### src/rtl/lsu_ctrl.sv
// Load/store unit controller: decodes width/sign, aligns store data and lanes, runs one bus access and extends load data.
// Optional feature: define LSU_TIMEOUT_EN to abort an access after 255 REQ cycles without bus_ack.
module lsu_ctrl (
   input  logic        clk,
   input  logic        rst_n,
   input  logic        start,
   input  logic        is_store,
   input  logic [2:0]  funct3,
   input  logic [31:0] addr,
   input  logic [31:0] wdata,
   output logic        stall,
   output logic        done,
   output logic        err,
   output logic [31:0] rdata,
   output logic        bus_req,
   output logic        bus_we,
   output logic [31:0] bus_addr,
   output logic [3:0]  bus_be,
   output logic [31:0] bus_wdata,
   input  logic        bus_ack,
   input  logic [31:0] bus_rdata
);

   typedef enum logic [1:0] {IDLE, REQ, DONE, ERR} state_t;

   state_t      state_q;
   logic        done_q, err_q, req_q, we_q;
   logic [31:0] addr_q, wdata_q, rdata_q;
   logic [3:0]  be_q;
   logic [2:0]  f3_q;
   logic [1:0]  off_q;
`ifdef LSU_TIMEOUT_EN
   logic [7:0]  tmo_q;
`endif

   logic        illegal;
   logic [3:0]  be_d;
   logic [31:0] wdata_d;
   logic [31:0] lane;
   logic [31:0] ld_data_d;

   always_comb begin
      illegal = 1'b0;
      if (is_store) illegal = funct3[2] | (funct3[1:0] == 2'b11);
      else          illegal = (funct3 == 3'b011) | (funct3[2:1] == 2'b11);
      if (funct3[1:0] == 2'b01 && addr[0])          illegal = 1'b1;
      if (funct3[1:0] == 2'b10 && addr[1:0] != 2'b00) illegal = 1'b1;
   end

   // Lane placement only matters for legal accesses; illegal ones never reach the bus.
   always_comb begin
      be_d    = 4'b1111;
      wdata_d = wdata;
      case (funct3[1:0])
         2'b00: begin
            be_d    = 4'b0001 << addr[1:0];
            wdata_d = {4{wdata[7:0]}};
         end
         2'b01: begin
            be_d    = 4'b0011 << addr[1:0];
            wdata_d = {2{wdata[15:0]}};
         end
         default: begin
            be_d    = 4'b1111;
            wdata_d = wdata;
         end
      endcase
   end

   always_comb begin
      lane      = bus_rdata >> {off_q, 3'b000};
      ld_data_d = bus_rdata;
      case (f3_q)
         3'b000:  ld_data_d = {{24{lane[7]}}, lane[7:0]};
         3'b001:  ld_data_d = {{16{lane[15]}}, lane[15:0]};
         3'b100:  ld_data_d = {24'd0, lane[7:0]};
         3'b101:  ld_data_d = {16'd0, lane[15:0]};
         default: ld_data_d = bus_rdata;
      endcase
   end

   always_ff @(posedge clk or negedge rst_n) begin
      if (!rst_n) begin
         state_q <= IDLE;
         done_q  <= 1'b0;
         err_q   <= 1'b0;
         req_q   <= 1'b0;
         we_q    <= 1'b0;
         addr_q  <= '0;
         be_q    <= '0;
         wdata_q <= '0;
         rdata_q <= '0;
         f3_q    <= '0;
         off_q   <= '0;
`ifdef LSU_TIMEOUT_EN
         tmo_q   <= '0;
`endif
      end else begin
         done_q  <= 1'b0;
         err_q   <= 1'b0;
         rdata_q <= '0;
         case (state_q)
            IDLE: if (start) begin
               if (illegal) begin
                  state_q <= ERR;
                  err_q   <= 1'b1;
               end else begin
                  state_q <= REQ;
                  req_q   <= 1'b1;
                  we_q    <= is_store;
                  addr_q  <= {addr[31:2], 2'b00};
                  be_q    <= be_d;
                  wdata_q <= wdata_d;
                  f3_q    <= funct3;
                  off_q   <= addr[1:0];
`ifdef LSU_TIMEOUT_EN
                  tmo_q   <= '0;
`endif
               end
            end
            REQ: begin
               if (bus_ack) begin
                  state_q <= DONE;
                  req_q   <= 1'b0;
                  done_q  <= 1'b1;
                  rdata_q <= ld_data_d;
               end
`ifdef LSU_TIMEOUT_EN
               // 255th consecutive cycle without ack aborts; an ack on that cycle wins above.
               else if (tmo_q == 8'd254) begin
                  state_q <= ERR;
                  req_q   <= 1'b0;
                  err_q   <= 1'b1;
               end else begin
                  tmo_q   <= tmo_q + 8'd1;
               end
`endif
            end
            DONE:    state_q <= IDLE;
            ERR:     state_q <= IDLE;
            default: state_q <= IDLE;
         endcase
      end
   end

   assign stall     = rst_n & start & ((state_q == IDLE) | (state_q == REQ));
   assign done      = done_q;
   assign err       = err_q;
   assign rdata     = rdata_q;
   assign bus_req   = req_q;
   assign bus_we    = we_q;
   assign bus_addr  = addr_q;
   assign bus_be    = be_q;
   assign bus_wdata = wdata_q;

endmodule

### config.mk
export PLATFORM = sky130hd
export DESIGN_NAME = lsu_ctrl
export DESIGN_NICKNAME = d
export VERILOG_FILES = /design/src/rtl/lsu_ctrl.sv
export SDC_FILE = /design/constraint.sdc
export NUM_CORES = 1
export LEC_CHECK = 0
export CORE_ASPECT_RATIO = 1.1
export CORE_MARGIN = 2
export CORE_UTILIZATION = 45
export CTS_CLUSTER_SIZE = 40
export DETAILED_ROUTE_END_ITERATION = 10
export MAX_ROUTING_LAYER = met4
export PLACE_DENSITY_LB_ADDON = 0.3
export SLEW_MARGIN = 20
export SYNTH_ARGS = -nofsm -noshare
export SYNTH_HDL_FRONTEND = slang
export SYNTH_SLANG_ARGS = --single-unit
### constraint.sdc
create_clock -name clk -period 3.4 [get_ports clk]
set_clock_uncertainty 0.05 [all_clocks]
set_input_delay 0.34 -clock clk [delete_from_list [all_inputs] [get_ports clk]]
set_output_delay 0.34 -clock clk [all_outputs]
set_load 0.01 [all_outputs]
After elaboration in Yosys (flattened, before gate mapping)
Index checks and enable logic that the tools add are counted.

operators by class
  equality and inequality tests = 14
  bitwise gates (word level) = 6
  muxes and demuxes = 21
  shift operators = 3
  order comparisons = 0
  add/subtract/negate cells = 0
  multiply operators = 0
  divide/modulo/power cells = 0
  reduce and logical (&&, ||, !) cells = 11

operators with widths
  operator             count
  $pmux 32 s4          1
  $mux 32              2
  $pmux 32 s2          1
  $shr 32x5->16        1
  $mux 1               11
  $eq 2x2->1 const B   5
  $pmux 4 s2           1
  $eq 3x3->1 const B   2
  $mux 2               3
  $ne 2x2->1 const B   3
  $pmux 2 s3           1
  $eq 2x1->1 const B   2
  $logic_not 2->1      2
  $reduce_and 4->1     1
  $reduce_bool 2->1    2
  $shl 1x2->4 const A  1
  $shl 2x2->4 const A  1
  $eq 3x1->1 const B   1
  $eq 3x2->1 const B   1
  $logic_not 3->1      1
  $or 1x1->1           3
  $reduce_and 3->1     1
  $and 1x1->1          2
  $logic_and 1x1->1    2
  4 further kinds      4

word-level totals
  bits in read-only memories = 0
  memories kept = 0
  input bits = 104
  RAM bits = 0
  output and inout port bits = 105
  bits in latches = 0
  register bits after elaboration = 109

Depth between registers and ports, before layout
Gate-level depths: netlist of the first run.

  word-level depth = 8
  gate-level depth with buffers = 7

Worst setup path after synthesis of the first run
No wires, ideal clock.

  path kind = input -> register
  from = input port funct3[0]
  to = register addr_q[10] (netlist: bus_addr[10])
  arrival = 1.516 ns
  required time = 3.225 ns
  path slack = 1.709 ns
  path buffers = 3
  library setup time = 0.125 ns
  cell stages on the path = 6
  path through = clkbuf_1 nor4_1 o21ai_1 buf_4 buf_6 mux2_4

on the way
  cells in the longest elaborated chain, start to end = 7
  elaborated cells on any way between the ends = 13
  classes of those cells = eq/ne (4); mux (3); bitwise (3); reduce/logical (3)

RTL lines
  item                                      RTL line  RTL
  start, declared                           8         input logic [2:0] funct3,
  $eq 3x2->1 or $eq 2x2->1 (tied branches)  45, 44
  $or 1x1->1, on equally long branches      45, 44
  $mux 1                                    44        if (is_store) illegal = funct3[2] | (funct3[1:0] == 2'b11);
  $mux 1                                    46        if (funct3[1:0] == 2'b01 && addr[0]) illegal = 1'b1;
  $mux 1 *                                  47        if (funct3[1:0] == 2'b10 && addr[1:0] != 2'b00) illegal = 1'b1;
  $not 1->1 (no source line) *              n/a
  $reduce_and 3->1 (no source line) *       n/a
  end signal, assigned                      111       addr_q <= {addr[31:2], 2'b00};
  end, declared                             28        logic [31:0] addr_q, wdata_q, rdata_q;

Every way passes the cells marked *; elsewhere a longest branch is shown, timed or not.
A chain may end at the register's enable or synchronous reset.

Worst setup path after layout of the first run
  from = input port rst_n
  to = output port stall

on the way
  cells in the longest elaborated chain, start to end = 2

RTL lines
  item                       RTL line  RTL
  start, declared            5         input logic rst_n,
  $and 1x1->1 (2 in series)  146       assign stall = rst_n & start & ((state_q == IDLE) | (state_q == REQ));
  end, declared              11        output logic stall,

No other way between the ends.

==> reports/qor.yml, run 1 <==
synth:
  yosysSeqAreaShare_pct: 55.1
  avgSynthCellArea_um2: 11.8
  netlist_area_um2: 4950
  synth_seq_cells: 109
  synth_ff_type: "dfrtp_1"
  synth_most_common_cell: "dfrtp_1"
  synth_common_cells: "dfrtp_1, nand2_1, o21ai_0"
  synth_edf_count: 0
  synth_cell_types: 32
  ys_warn_count: 0
  synth-async-reset-ratio_pct: 100
  synth_largest_area_cell: "dfrtp_1"
  syn_inst: 421
  synth_top_cell_area_share_pct: 55.1
  ys_top_cells_by_area: "dfrtp_1, mux2_4, mux2i_1"
worst_setup_path:
  critPathKind: "input pin to output port"
  r2r_start: "off_q[1]"
  start_kind: "input pin"
  endpoint_kind: "output port"
  ff2ff_path_depth: 4
  r2r_end: "rdata[20]"
  cp_max_fo: 48
  arrival_ns: 2.15
  cp_data_required_time_ns: 3.01
  r2r_slack_ns: 0.95
cts:
  root_buffer: "clkbuf_16"
  path_clk_slew_ns: 0.07
  cts_resized: 0
  htree_levels: 3
  tritoncts: "built"
  clock_sinks: 109
  cts-buffers-inserted: 9
  clk_path_buf_depth: 2
  clkLatencyLatePin_ns: 0.35
placed_design:
  place.gp.congestion: 0.860
  io_buffers: 206
  dp_hpwl_mm: 9.48
  dp_slack_ns: 0.615
sta:
  rsz0062_at_grt: "false"
  fin_setup_tns_ns: 0
  finalSetupViolations: 0
  period_share_pct: 74.6
  relSlewSlack_pct: 35.0
  fin_ws_ns: 0.862
  layout_min_cycle_time_ns: 2.54
  worst_slew_pin_slew_ns: 0.948
  hold_viol: 0
  slew_viol_final: 0
  fmax_ghz: 0.394
worst_hold_path:
  hp-class: "register to register"
  hp-start: "state_q[1]"
  hold_path_end: "state_q[0]"
  min_path_cells: 1
floorplan:
  core_area_um2: 10800
  rows: 40
  ios: 209
  dieHeight_um: 114
  start_util_pct: 45.8
  die_w_um: 104
  die-area_um2: 11900
outcome:
  status: "complete, no violations"
drt:
  drt_iter0_markers: 111
  drc: 0
  vias_per_cell: 5.16
  routed_wl_mm: 13.0
  wl_per_cell_um: 17.0
  vias: 3939
  first_pass_iters: 4
  ant_nets: 0
layout:
  n_fill_cell: 828
  multi_input_area_um2: 2050
  finalNetCount: 716
  seq_area_um2: 2730
  antenna_cells: 0
  drive_gt1_share_pct: 12.0
  area_delta_synth_final_pct: 50.6
grt:
  antenna_found_initial: 0
  grt_pass1_vias: 4070
  grt_overflow: 0
  grt_usage_pct: 22.8
  grt_start_max_net_pins: 81
  grt_pass1_wl_mm: 20.7
power_and_ir_drop:
  leakagePower_nw: 3.40
  p_per_area_nw_per_um2: 800
  ir_drop_uv: 434
job:
  cap_violations: 0
critical path, cell delays in order:
cell and delay [ns]:
dlygate4sd3_1 0.52, buf_4 0.50, and3b_1 0.24, clkdlybuf4s50_1 0.54
where the power goes:
group          leakage [nW]  internal [W]  switching [W]
Combinational          1.85       0.00150       0.000974
Clock                 0.174      0.000799       0.000471
Sequential             1.38       0.00180       0.000423
state kept, by name, summed over array words and instances, names as in the netlist:
signal	count
off_q	2
bus_addr	30
bus_req	1
f3_q	3
err	1
bus_we	1
done	1
state_q	2
bus_be	4
rdata	32
bus_wdata	32
repair_timing:
item | in CTS | in global routing
setup buffers | 0 | 0
endpoints found under the hold margin | 46 | 0
hold buffers | 1 | 0
cell type report:
cell class / count / share of cell area (%)
clock inverter: 7 / 1.96
multi-input combinational: 276 / 27.4
tap: 147 / 2.47
clock buffer: 9 / 3.02
inverter: 5 / 0.252
timing repair buffer: 211 / 28.3
sequential: 109 / 36.6
routing by layer:
layer  track usage (%)  part of all wire, %  vias to the layer above
met5                 -                    0                        -
met4              8.38                  3.0                        0
met3              6.57                  6.5                       27
met2              36.0                   49                      165
met1              28.2                   42                     1897
li1                  -                    -                     1850
per-stage QoR:
step	hold slack (ns)	power (W)	util (%)	cells	cell area, um^2
finish	0.418	0.00597	69.0	764	7460
global route	0.454	0.00627	69.0	764	7460
CTS	0.422	0.00600	69.0	764	7460
detailed placement	0.335	0.00470	65.5	747	7080
global placement	0.330	0.00462	65.5	747	7080
floorplan	-0.00559	0.00335	-	422	4960
cell usage in the layout (no fill, tap or decap), drive strengths merged:
cell type | synthesis | final
or3 | 1 | 1
dlygate4sd3 | 0 | 1
conb | 1 | 2
nand2 | 52 | 52
mux2 | 44 | 44
clkdlybuf4s50 | 0 | 205
o21ai | 47 | 47
buf | 15 | 5
and2 | 2 | 2
o221a | 7 | 7
o211a | 6 | 6
clkinvlp | 0 | 2
inv | 5 | 6
o22a | 1 | 1
nor2b | 2 | 2
a21oi | 19 | 19
bufinv | 0 | 4
nand3 | 6 | 6
clkbuf | 17 | 9
mux2i | 38 | 38
o31ai | 6 | 6
nand2b | 2 | 2
nor4 | 1 | 1
nor3b | 2 | 2
and3b | 1 | 1
dfrtp | 109 | 109
a221oi | 3 | 3
nand3b | 3 | 3
nor2 | 29 | 29
nor3 | 2 | 2
logic make-up (layout without fill, tap and decap cells):
kind of cell | after synthesis | count (layout) | share of synthesized area (%)
DFF | 109 | 109 | 55.1
other | 1 | 2 | 0.0757
and+or+nand+nor | 103 | 103 | 8.89
AOI/OAI and AO/OA | 89 | 89 | 11.1
muxes | 82 | 82 | 20.9
buffers and inverters | 37 | 232 | 3.92
worst max path at each step:
stage / endpoint / startpoint / slack (ns)
CTS: stall / rst_n / 0.82
detailed placement: bus_addr[31] / addr[0] / 0.61
global route: rdata[31] / off_q[0] / 0.62
global placement: bus_addr[31] / addr[0] / 0.68
floorplan: bus_addr[10] / funct3[0] / 1.71
finish: stall / rst_n / 0.86
No activity file was read; power rests on OpenSTA's default activity.
==> run 2, diff against run 1 <==
Settings changed: CORE_UTILIZATION 45 to 43.
Clock period 3.4 ns to 2.4 ns, I/O delays scaled along.
==> run 2 against run 1 <==
Global-route usage decreased by 1.4 points. Worst setup slack got worse by 0.41 ns. Power is 37% higher. Non-clock buffer count up 5. Critical path type is now register to register. Highest routed layer unchanged.
==> reports/qor.yml, run 2 (synthesis gave the netlist of run 1 again) <==
sta:
  worst_slew_pin_slew_ns: 0.930  # was 0.948 ns
  fmax_ghz: 0.513
  whs_ns: 0.419  # was 0.418 ns
  finalSetupViolations: 0  # unchanged
  fin_setup_tns_ns: 0  # unchanged
  rsz0062_at_grt: "false"  # unchanged
  period_share_pct: 81.3
  layout_min_cycle_time_ns: 1.95
  slew_viol_final: 0  # unchanged
  hold_viol: 0  # unchanged
  relSlewSlack_pct: 37.8  # was 35.0%
drt:
  drt_iter0_markers: 160  # was 111
  ant_nets: 0  # unchanged
  vias_per_cell: 5.10  # was 5.16
  vias: 3937  # was 3939
  drc: 0  # unchanged
  routed_wl_mm: 12.7  # was 13.0 mm
  wl_per_cell_um: 16.5  # was 17.0 um
  first_pass_iters: 4  # unchanged
grt:
  grt_usage_pct: 21.4  # was 22.8%
  grt_pass1_vias: 3907  # was 4070
  antenna_found_initial: 0  # unchanged
  grt_pass1_wl_mm: 20.0  # was 20.7 mm
  grt_overflow: 0  # unchanged
  grt_start_max_net_pins: 110  # was 81
placed_design:
  place.gp.congestion: 0.799  # was 0.860
  dp_hpwl_mm: 9.39  # was 9.48 mm
  dp_cells: 755  # was 747
  io_buffers: 206  # unchanged
power_and_ir_drop:
  power_w: 0.00819  # was 0.00597 W
  p_per_area_nw_per_um2: 1100  # was 800 nW/um^2
  ir_drop_uv: 692  # was 434 uV
  leakagePower_nw: 3.40  # about the same
worst_setup_path:
  cp_max_fo: 24  # was 48
  arrival_ns: 2.09  # was 2.15 ns
  start_kind: "register"  # was input pin
  r2r_slack_ns: 0.45  # was 0.95 ns
  ff2ff_path_depth: 3  # was 4
  critical_path.startpoint: "off_q[0]"  # was rst_n
  r2r_start: "off_q[0]"  # was off_q[1]
  critPathKind: "register to register"  # was input pin to output port
  cp_data_required_time_ns: 2.54  # was 3.01 ns
  endpoint_kind: "register"  # was output port
  r2r_end: "rdata[8]"  # was rdata[20]
cts:
  clkLatencyLatePin_ns: 0.35  # about the same
  clock_sinks: 109  # unchanged
  htree_levels: 3  # unchanged
  root_buffer: "clkbuf_16"  # unchanged
  cts-buffers-inserted: 9  # unchanged
  tritoncts: "built"  # unchanged
  path_clk_slew_ns: 0.07  # about the same
  clk_path_buf_depth: 2  # unchanged
  cts_resized: 0  # unchanged
layout:
  finalNetCount: 721  # was 716
  final_core_util_pct: 65.7  # was 69.0%
  antenna_cells: 0  # unchanged
  final_common_cell: "clkdlybuf4s50_1"  # unchanged
  drive_gt1_share_pct: 12.2  # was 12.0%
  area_delta_synth_final_pct: 50.5  # was 50.6%
  final_cells: 772  # was 764
  most-common-layout-cells: "clkdlybuf4s50_1, dfrtp_1, nand2_1"  # unchanged
worst_hold_path:
  min_path_cells: 1  # unchanged
  hp-start: "state_q[1]"  # unchanged
  hold_path_end: "state_q[0]"  # unchanged
  hp-class: "register to register"  # unchanged
floorplan:
  dieHeight_um: 117  # was 114 um
  die-area_um2: 12400  # was 11900 um^2
  start_util_pct: 43.7  # was 45.8%
  core_area_um2: 11300  # was 10800 um^2
  rows: 41  # was 40
  die_w_um: 106  # was 104 um
  ios: 209  # unchanged
job:
  cap_violations: 0  # unchanged
outcome:
  status: "complete, no violations"  # unchanged
## run 2: cell count changes in the layout (fill, tap and decap cells not counted), sizes merged
cell and change:
bufinv -2, clkbuf +3, clkinv +1, buf +5, clkinvlp -1, inv -1
## run 2: layer usage
metal / global-route usage, % / vias up / part of all wire [%] / wire, um
li1: - / 1852 / - / -
met1: 26.5 / 1879 / 41 / 5270
met2: 34.1 / 189 / 48 / 6140
met3: 5.64 / 17 / 8.6 / 1100
met4: 8.07 / 0 / 1.7 / 212
met5: - / - / 0 / 0
## run 2: layout make-up
type	count	area, um^2
multi-input cells	276	2050
clock inverters	4	72.6
flip-flops and latches	109	2730
well taps	150	188
clock buffers	12	236
repair buffers	216	2160
inverters	5	18.8
fillers	882	3890
## run 2: power breakdown
part           leakage (nW)  total, W  switching [W]  internal [W]
registers              1.38   0.00310       0.000545       0.00255
clock network         0.147   0.00155       0.000635      0.000914
logic                  1.88   0.00355        0.00139       0.00216
## run 2: per-stage QoR
step           worst slack [ns]  area (um^2)
3_5_place_dp              0.128         7130
2_1_floorplan             0.809         4960
6_report                  0.449         7450
5_1_grt                   0.328         7450
3_3_place_gp              0.191         7130
4_1_cts                   0.495         7450
## run 2: worst max path at each step
stage	endpoint	slack, ns
2_1_floorplan	bus_addr[10]	0.81
3_3_place_gp	bus_wdata[7]	0.19
3_5_place_dp	bus_wdata[6]	0.13
4_1_cts	bus_addr[5]	0.50
5_1_grt	rdata[18]	0.33
6_report	rdata[8]	0.45
## run 2: repair_timing
item,4_1_cts,5_1_grt
buffers inserted,0,0
hold buffers,1,0
hold endpoints to repair,109,0
## run 2: worst max-delay path, stage by stage, from the launching register on
cell and delay [ns]:
dfrtp_1 0.81, nor3_1 0.11, nor3_1 0.62, o31ai_1 0.20
==> RTL edit (config.mk and constraints of run 2) <==
The option `LSU_TIMEOUT_EN` is turned on by a define.
--- a/src/rtl/lsu_ctrl.sv
+++ b/src/rtl/lsu_ctrl.sv
@@ -2,2 +2,4 @@
 // Optional feature: define LSU_TIMEOUT_EN to abort an access after 255 REQ cycles without bus_ack.
+`define LSU_TIMEOUT_EN
+
 module lsu_ctrl (
Behaviour: no difference found for any inputs over 4 cycles, from zero or initial values and one cycle with rst_n low; that may be too few to reach the edited logic, so the function may still have changed.
==> RTL edit against run 2 <==
  * Synthesized cell count increased by 32%
  * Final area increased by 9.9%
  * Power increased by 18%
  * Area after synthesis increased by 8.0%
  * Combinational power increased by 10%
  * Via count increased by 22%
  * Worst setup slack got worse by 0.031 ns
  * Hold slack got worse by 0.11 ns
  * Routed wire length increased by 20%
  * First-iteration DRC count increased by 15%
  * Sequential cell count increased by 8
  * Register-to-register slack improved by 0.14 ns
==> RTL edit: results (changes against run 2) <==
Post-synth top flop=dfrtp_1; Post-Layout Cell Count=926 (+20%); H-tree depth=4 (+1); Post-synth ARST share=1.00 (unchanged); reg2reg start=state_q[0]; clock transition at the registers of the reported paths=0.06 ns; share of cells above drive strength 1=0.0764 (-0.0458); leakage=3.69 nW (+8.3%); xor/xnor share of the synthesized area=0.00164 (+0.00164); Warnings, synthesis=0 (unchanged); largest cells by area after synthesis=dfrtp_1, nand2_1, mux2i_1; Adder-Cell Fraction of Synth Area=0.00468 (+0.00468); Syn Inst Count=555 (+32%); first-pass GRT wire length=24,200 µm (+21%); Worst Tran Pin Value=0.915 ns (-0.0147 ns); largest net degree at the start of global routing=118 (+7.3%); Port Buffers=206 (unchanged); DPL Wire Length=11,000 µm (+17%); Worst VDD drop=0.646 mV (-6.7%); CP max stage cell=clkdlybuf4s50_1; Place WS=0.0918 ns (-0.0364 ns); Post-CTS Setup Inserts=0 (unchanged); CTS Buf Count=17 (+8); Critical Path Source=state_q[1]; Vias/cell=5.17 (+1.4%); GPL Wtd Cong=0.842 (+5.4%); crit-path max cell delay=0.53 ns (-0.28 ns); post-synthesis sequential area ratio=0.547 (-0.00329); placed inst area=7590 µm² (+6.5%); Post-Route WL=15,200 µm (+20%); CTS max path bufs=2 (unchanged); vias in the first global route=4,934 (+26%); crit path max fanout=10 (-58%); Hold Path Class=in -> reg; arrival time worst endpoint=1.69 ns (-0.40 ns); nets@finish=865 (+20%); GRT Overall Usage=0.245 (+0.0304); clock latency at the later pin of the worst-skew pair=0.40 ns (+0.05 ns); first-pass iteration count of the detailed router=6 (+2); hold_sp=addr[8]; post-synthesis mux area share=0.0772 (-0.132); antenna cell count=0 (unchanged); initial antenna violation count=0 (unchanged); Root Driver=clkbuf_16; Compound-Gate Fraction of Synth Area=0.125 (+0.0143); dpl cells=893 (+18%); DR iter-0 viols=184 (+15%); outcome=finished clean; Unique masters post-synth=49 (+53%); synth cell count leaders=nand2_1, dfrtp_1, mux2i_1, o21ai_0, a21oi_1
[RTL edit: changes by cell type in the layout (fill, tap and decap cells not counted), sizes merged, moves of 8 or more]
cell / before / now
nand2: 52 / 158
mux2: 44 / 2
nor2b: 2 / 20
nor3: 2 / 17
a21oi: 19 / 31
o21ai: 47 / 36
clkbuf: 12 / 21
dfrtp: 109 / 117
[RTL edit: routing by layer]
metal | wire length (µm) | global-route usage
met2 | 7390 | 0.394
met3 | 1410 | 0.0849
met1 | 6070 | 0.281
met4 | 348 | 0.0938
met5 | 0 | -
[RTL edit: repair_timing]
action,in CTS,in global routing
endpoints found under the hold margin,117,0
hold buffers,1,0
gates resized for setup,0,0
endpoints found under the setup margin,0,0
[RTL edit: kinds of logic after synthesis]
family | after synthesis
AND/OR/NAND/NOR | 249
flip-flops | 117
AO/OA/AOI/OAI | 101
buffers and inverters | 43
multiplexers | 41
adder cells (fa/ha/maj) | 2
other | 1
XOR/XNOR | 1
[RTL edit: worst max-delay path: cells and delay by family (launching register included)]
kind                   cells  cell delay (ns)
DFF                        1             0.48
and+or+nand+nor            1             0.15
buffers and inverters      2             0.65
[RTL edit: area by class of cell]
type | count | area [µm²]
fillers | 973 | 3900
flip-flops and latches | 117 | 2930
multi-input cells | 396 | 2240
repair buffers | 221 | 2220
clock buffers | 21 | 450
well taps | 154 | 193
clock inverters | 11 | 133
inverters | 6 | 22.5
[RTL edit: worst paths after layout]
kind,end,slack [ns],depth (start not counted)
min in group asynchronous,state_q[0],0.44,3
max,stall,0.42,3
max in group asynchronous,bus_addr[4],1.40,3
min,bus_addr[8],0.31,3
min reg2reg,bus_addr[27],0.42,2
max reg2reg,bus_wdata[9],0.59,5
[RTL edit: where the power goes]
part	internal [mW]	switching, mW
clock	1.64	0.874
sequential	2.75	0.498
combinational	2.03	1.88
total	6.43	3.25
